==> config.mk <==
export PLATFORM = sky130hd
export DESIGN_NAME = vga_timing_gen
export DESIGN_NICKNAME = d
export VERILOG_FILES = /design/src/rtl/vga_timing_gen.sv
export SDC_FILE = /design/constraint.sdc
export NUM_CORES = 1
export LEC_CHECK = 0
export BUFFER_PORTS_ARGS = -buffer_cell sky130_fd_sc_hd__buf_2
export CELL_PAD_IN_SITES_DETAIL_PLACEMENT = 0
export CELL_PAD_IN_SITES_GLOBAL_PLACEMENT = 2
export CORE_ASPECT_RATIO = 1.4
export CORE_MARGIN = 2
export CORE_UTILIZATION = 32
export CTS_BUF_LIST = sky130_fd_sc_hd__clkbuf_4 sky130_fd_sc_hd__clkbuf_8 sky130_fd_sc_hd__clkbuf_16
export DETAILED_ROUTE_END_ITERATION = 7
export PLACE_DENSITY_LB_ADDON = 0.25
export SKIP_CTS_REPAIR_TIMING = 1
export SLEW_MARGIN = 20
export SYNTH_ARGS = -nofsm -noshare
export SYNTH_HDL_FRONTEND = slang
export SYNTH_SLANG_ARGS = --single-unit
export TNS_END_PERCENT = 30
==> constraint.sdc <==
create_clock -name clock -period 3.3 [get_ports clock]
set_clock_uncertainty 0.05 [all_clocks]
set_input_delay 0.33 -clock clock [delete_from_list [all_inputs] [get_ports clock]]
set_output_delay 0.33 -clock clock [all_outputs]
set_load 0.005 [all_outputs]
==> src/rtl/vga_timing_gen.sv <==
// VGA raster timing generator: pixel-rate divider, h/v scan counters, sync/blank decode
// and an IDLE/RUN/DRAIN controller that only stops scanning at a frame boundary.
module vga_timing_gen #(
  parameter int H_ACTIVE = 640,
  parameter int H_FP     = 16,
  parameter int H_SYNC   = 96,
  parameter int H_BP     = 48,
  parameter int V_ACTIVE = 480,
  parameter int V_FP     = 10,
  parameter int V_SYNC   = 2,
  parameter int V_BP     = 33,
  parameter bit HS_POL   = 1'b0,
  parameter bit VS_POL   = 1'b0,
  parameter int DIV      = 4,
  parameter int XY_W     = 10,
  parameter int FC_W     = 16
) (
  input  logic            clock,
  input  logic            reset,
  input  logic            run,
  output logic            pix_tick,
  output logic            hsync,
  output logic            vsync,
  output logic            video_on,
  output logic [XY_W-1:0] pixel_x,
  output logic [XY_W-1:0] pixel_y,
  output logic            line_start,
  output logic            frame_start,
  output logic [FC_W-1:0] frame_cnt,
  output logic            busy
);

  localparam int H_TOTAL = H_ACTIVE + H_FP + H_SYNC + H_BP;
  localparam int V_TOTAL = V_ACTIVE + V_FP + V_SYNC + V_BP;
  localparam int DW      = (DIV > 1) ? $clog2(DIV) : 1;

  localparam logic [DW-1:0]   D_LAST = DW'(DIV - 1);
  localparam logic [XY_W-1:0] H_LAST = XY_W'(H_TOTAL - 1);
  localparam logic [XY_W-1:0] V_LAST = XY_W'(V_TOTAL - 1);
  localparam logic [XY_W-1:0] H_VIS  = XY_W'(H_ACTIVE);
  localparam logic [XY_W-1:0] V_VIS  = XY_W'(V_ACTIVE);
  localparam logic [XY_W-1:0] HS_B   = XY_W'(H_ACTIVE + H_FP);
  localparam logic [XY_W-1:0] HS_E   = XY_W'(H_ACTIVE + H_FP + H_SYNC);
  localparam logic [XY_W-1:0] VS_B   = XY_W'(V_ACTIVE + V_FP);
  localparam logic [XY_W-1:0] VS_E   = XY_W'(V_ACTIVE + V_FP + V_SYNC);

  typedef enum logic [1:0] {IDLE, RUN, DRAIN} state_t;

  state_t          state, state_nxt;
  logic [DW-1:0]   d, d_nxt;
  logic [XY_W-1:0] h, v, h_nxt, v_nxt;
  logic [FC_W-1:0] fc_nxt;
  logic            tick, eol, eof, act_nxt, lstart, fstart;

  assign pixel_x = h;
  assign pixel_y = v;

  always_comb begin
    state_nxt = state;
    d_nxt     = d;
    h_nxt     = h;
    v_nxt     = v;
    fc_nxt    = frame_cnt;
    tick      = (state != IDLE) && (d == D_LAST);
    eol       = 1'b0;
    eof       = 1'b0;
    lstart    = 1'b0;
    fstart    = 1'b0;
    case (state)
      IDLE: begin
        d_nxt = '0;
        h_nxt = '0;
        v_nxt = '0;
        if (run) begin
          state_nxt = RUN;
          lstart    = 1'b1;
          fstart    = 1'b1;
        end
      end
      default: begin
        d_nxt = tick ? '0 : d + 1'b1;
        if (tick) begin
          if (h == H_LAST) begin
            h_nxt = '0;
            eol   = 1'b1;
            if (v == V_LAST) begin
              v_nxt  = '0;
              eof    = 1'b1;
              fc_nxt = frame_cnt + 1'b1;
            end else begin
              v_nxt = v + 1'b1;
            end
          end else begin
            h_nxt = h + 1'b1;
          end
        end
        // run wins over the drain exit, so a re-raise at end of frame wraps normally
        if (run)                       state_nxt = RUN;
        else if (state == DRAIN && eof) state_nxt = IDLE;
        else                           state_nxt = DRAIN;
        lstart = eol && (state_nxt != IDLE);
        fstart = eof && (state_nxt != IDLE);
      end
    endcase
    act_nxt = (state_nxt != IDLE);
  end

  // Outputs decode the next counter values so they line up with pixel_x/pixel_y.
  always_ff @(posedge clock) begin
    if (reset) begin
      state       <= IDLE;
      d           <= '0;
      h           <= '0;
      v           <= '0;
      frame_cnt   <= '0;
      pix_tick    <= 1'b0;
      video_on    <= 1'b0;
      hsync       <= ~HS_POL;
      vsync       <= ~VS_POL;
      line_start  <= 1'b0;
      frame_start <= 1'b0;
      busy        <= 1'b0;
    end else begin
      state       <= state_nxt;
      d           <= d_nxt;
      h           <= h_nxt;
      v           <= v_nxt;
      frame_cnt   <= fc_nxt;
      pix_tick    <= act_nxt && (d_nxt == D_LAST);
      video_on    <= act_nxt && (h_nxt < H_VIS) && (v_nxt < V_VIS);
      hsync       <= (act_nxt && h_nxt >= HS_B && h_nxt < HS_E) ? HS_POL : ~HS_POL;
      vsync       <= (act_nxt && v_nxt >= VS_B && v_nxt < VS_E) ? VS_POL : ~VS_POL;
      line_start  <= lstart;
      frame_start <= fstart;
      busy        <= act_nxt;
    end
  end

endmodule

Yosys cells after proc, flatten, opt, wreduce, memory -nomap -nowiden
Cells that the tools add are included.
{ "totals": {"register_bits": 47, "word_cells": 70, "inputBits": 3} }
{ "classes": {"n_eq_ne": 5, "bitwise_logic": 1, "n_reduce_logical": 16, "muxes": 26, "n_addsub": 4, "n_lt_le_gt_ge": 6} }
{ "ops": {"columns": ["cell", "n"], "rows": [
  ["$mux 10", 7],
  ["$add 10x1->10 const B", 2],
  ["$eq 10x10->1 const B", 2],
  ["$lt 10x10->1 const B", 2],
  ["$lt 10x9->1 const B", 2],
  ["$add 16x1->16 const B", 1],
  ["$mux 2", 7],
  ["$mux 1", 12],
  ["$logic_and 1x1->1", 11],
  ["$ge 10x10->1 const B", 1],
  ["$ge 10x9->1 const B", 1],
  ["$eq 2x2->1 const B", 3],
  ["$reduce_bool 2->1", 3],
  ["$reduce_and 4->1", 1],
  ["$add 2x1->2 const B", 1],
  ["$logic_not 2->1", 1],
  ["$not 1->1", 1]
]} }

Longest topological paths before layout
{ "depth": {"depth_word": 14, "ltp_mapped": 9} }

Worst setup path after synthesis
Ideal clock, no wire load.
{ "synth_path": {"path_kind": "reg2reg", "startpoint": "register v[1] (netlist: pixel_y[1])", "endpoint": "register frame_cnt[15]", "path_slack_ns": 0.404, "arrival_ns": 2.723, "required_time_ns": 3.127, "setup_ns": 0.123, "path_stages_with_launch": 9, "cell_sequence": "dfxtp_1 > inv_1 > ha_1 > or4b_4 > or4_4 > or4_4 > buf_6 > nor4_2 > mux2_1"} }
{ "synth_between": {"elab_chain_len": 2} }
{ "synth_rtl": {"columns": ["element", "line_no", "rtl"], "rows": [
  ["start: declaration", "51", "logic [XY_W-1:0] h, v, h_nxt, v_nxt;"],
  ["start signal: assignment", "127", "v <= v_nxt;"],
  ["$eq 10x10->1", "86", "if (v == V_LAST) begin"],
  ["$reduce_and 4->1 (no source line)", null, null],
  ["end signal: assignment", "128", "frame_cnt <= fc_nxt;"],
  ["end: declaration", "29", "output logic [FC_W-1:0] frame_cnt,"]
]} }
No other way between the ends.
A chain may end at the register's enable or synchronous reset.

Worst setup path after layout
{ "layout_path": {"startpoint": "register v[0] (netlist: pixel_y[0])", "endpoint": "register frame_cnt[11]"} }
Same word-level chain as after synthesis.

==> impl_metrics.env <==
export IMPL_nets=335
export IMPL_routed_wl_um=6209
export IMPL_cts_buffers=5
export IMPL_cp_max_fo=13
export IMPL_final_cells=424
export IMPL_seq_area_frac_synth_pct=40.00
export IMPL_slew_headroom_pct=53.16
export IMPL_syn_mean_instance_area_sq_um=8.312
export IMPL_yosys_warnings=0
export IMPL_ys_flop_type="dfxtp_1"
export IMPL_gp_congestion=0.7741
export IMPL_overflow=0
export IMPL_r2r_start="pixel_y[0]"
export IMPL_synth_seq_cells=47
export IMPL_critical_path_required_ns=3.48
export IMPL_antenna_violating_nets_post_route=0
export IMPL_p_leak_nw=1.045
export IMPL_start_kind="register"
export IMPL_holdWs_ns=0.1925
export IMPL_die_x_um=76.46
export IMPL_powerDensity_nw_per_um2=371.0
export IMPL_port_buffers=45
export IMPL_via_per_inst=5.163
export IMPL_r2r_slack_ns=0.34
export IMPL_status="complete, no violations"
export IMPL_clock_sinks=47
export IMPL_clock_path_buffers=2
export IMPL_critPathArrivalTime_ns=3.14
export IMPL_dp_cells=417
export IMPL_die_h_um=105.4
export IMPL_worstHoldStart="run"
export IMPL_netlist_area_sq_um=2352
export IMPL_hold_violations=0
export IMPL_drtIter0Drc=88
export IMPL_coreArea_sq_um=7222
export IMPL_max_clock_freq_ghz=0.3383
export IMPL_root_buffer="clkbuf_8"
export IMPL_ir_drop_mv=0.1629
export IMPL_cts_htree_levels=2
export IMPL_reg2reg_depth=7
export IMPL_start_util_pct=32.57
export IMPL_tritoncts="yes"
export IMPL_ioPinCount=46
export IMPL_holdPathStages=2
export IMPL_criticalPathCategory="register to register"
export IMPL_finalSetupViolations=0
export IMPL_async_reset_ff_share_pct=0
export IMPL_report_final_slew_viol_count=0
export IMPL_n_fill_cell=786
export IMPL_antenna_found_initial=0
export IMPL_drv_cap=0
export IMPL_synthToLayoutAreaGrowth_pct=18.46
export IMPL_cp_end_kind="register"
export IMPL_wl_per_cell_um=14.64
export IMPL_worst_pin_slew_ns=0.6849
export IMPL_grt_pass1_wl_um=10740
export IMPL_dpl_hpwl_um=4469
export IMPL_row_count=37
export IMPL_holdPathEnd="state[1]"
export IMPL_grt_start_max_net_pins=26
export IMPL_hold_class="input port to register"
export IMPL_track_usage_pct=16.28
export IMPL_syn_inst=283
export IMPL_insertion_delay_ns=0.30
export IMPL_drt_pass1_iterations=6
export IMPL_r2r_end="frame_cnt[11]"
export IMPL_post_route_period_util_pct=89.58
export IMPL_clk_pin_slew_ns=0.09
export IMPL_num_vias=2189
export IMPL_synth_fp_nets=291
export IMPL_synth_edf_count=0
export IMPL_n_antenna_cell=0
export IMPL_ys_types=44
export IMPL_fin_setup_tns_ns=0
export IMPL_drc=0
export IMPL_drive_gt1_share_pct=19.88
export IMPL_rsz0062_at_grt="false"
export IMPL_fin_crit_ns=2.956
export IMPL_dieArea_sq_um=8062
export IMPL_grt_pass1_vias=2155
-- routing by layer --
layer,vias up,global-route usage (%),wire length (um)
met5,-,0,0
met4,0,4.675,72
met3,5,3.339,260
met2,42,28.82,3095
met1,1032,19.84,2781
li1,1110,-,-
-- area by class of cell --
cell class / count / area [sq um] / area share [%]
well taps: 97 / 121.4 / 4.356
inverters: 11 / 41.29 / 1.482
flip-flops and latches: 47 / 940.9 / 33.77
repair buffers: 50 / 262.8 / 9.430
multi-input cells: 212 / 1314 / 47.15
clock inverters: 1 / 30.03 / 1.078
clock buffers: 6 / 76.32 / 2.739
-- critical path: stages (launching register included) --
cell and delay (ns):
dfxtp_1 0.37, inv_1 0.08, ha_1 0.13, or4b_4 0.47, or4_4 0.54, or4_4 0.59
or4_1 0.52, a21oi_1 0.15
-- logic make-up after synthesis --
family	share of synthesized area (%)
xor+xnor	7.447
compound gates	14.26
simple gates	29.26
buf+inv	4.149
fa+ha+maj	3.085
mux	1.808
flops	40.00
-- how the worst max path moves through the flow --
stage	from	to	slack, ns
5_1_grt	pixel_y[1]	frame_cnt[9]	0.15
2_1_floorplan	pixel_y[1]	frame_cnt[15]	0.40
6_report	pixel_y[0]	frame_cnt[11]	0.34
3_5_place_dp	pixel_y[0]	frame_cnt[15]	0.35
3_3_place_gp	pixel_y[1]	frame_cnt[15]	0.39
4_1_cts	pixel_y[1]	frame_cnt[15]	0.33
-- Yosys cell counts, types with 2 or more instances --
cell | count | area share [%]
dfxtp_1 | 47 | 40
nor2_1 | 34 | 5.4
nand2_1 | 21 | 3.4
a21oi_1 | 18 | 3.8
nand3_1 | 14 | 3.0
clkbuf_1 | 12 | 1.9
inv_1 | 11 | 1.8
o21ai_0 | 11 | 2.3
xnor2_1 | 11 | 4.1
nor3_1 | 10 | 2.1
nand4_1 | 9 | 2.4
xor2_1 | 9 | 3.4
or4_1 | 8 | 2.6
o31ai_1 | 7 | 2.2
and3_1 | 6 | 1.6
or3_1 | 6 | 1.6
ha_1 | 5 | 2.7
nor4_1 | 5 | 1.3
o2111ai_1 | 4 | 1.5
and2_1 | 3 | 0.80
nand2b_1 | 3 | 0.80
or2_2 | 3 | 0.80
mux2i_1 | 2 | 0.85
nor2b_1 | 2 | 0.53
o2111a_1 | 2 | 0.96
or4_4 | 2 | 0.96
-- stage by stage --
step / utilization, % / cell area [sq um] / setup slack, ns / total power (W)
after CTS: 38.58 / 2786 / 0.3255 / 0.001047
after global routing: 38.58 / 2786 / 0.1536 / 0.001077
final: 38.58 / 2786 / 0.3437 / 0.001034
after global placement: 37.11 / 2680 / 0.3908 / 0.0006200
after detailed placement: 37.11 / 2680 / 0.3497 / 0.0006195
after floorplan: - / 2352 / 0.4036 / 0.0006051
-- power breakdown --
part / leakage, nW / internal (W) / switching (W)
Clock: 0.0547 / 0.000231 / 0.000197
Combinational: 0.610 / 0.00000950 / 0.0000221
Sequential: 0.380 / 0.000572 / 0.00000242
-- flip-flops by register name, indices dropped and copies added (netlist names) --
register	cells
frame_cnt	16
pixel_x	10
pixel_y	10
d	2
state	2
busy	1
frame_start	1
hsync	1
line_start	1
pix_tick	1
video_on	1
vsync	1
-- layout by cell type, fill, tap and decap left out, drive strengths merged, types with 2 or more instances in the layout --
cell and n:
buf 50, dfxtp 47, nor2 34, nand2 21, a21oi 18, nand3 14
inv 11, o21ai 11, xnor2 11, nor3 10, or4 10, nand4 9
xor2 9, o31ai 7, or3 6, and3 6, nor4 6, clkbuf 6
ha 5, o2111ai 4, and2 4, or2 3, nand2b 3, mux2i 2
o2111a 2, nor2b 2, mux2 2
Note: power is estimated with default switching activity, not from simulation.
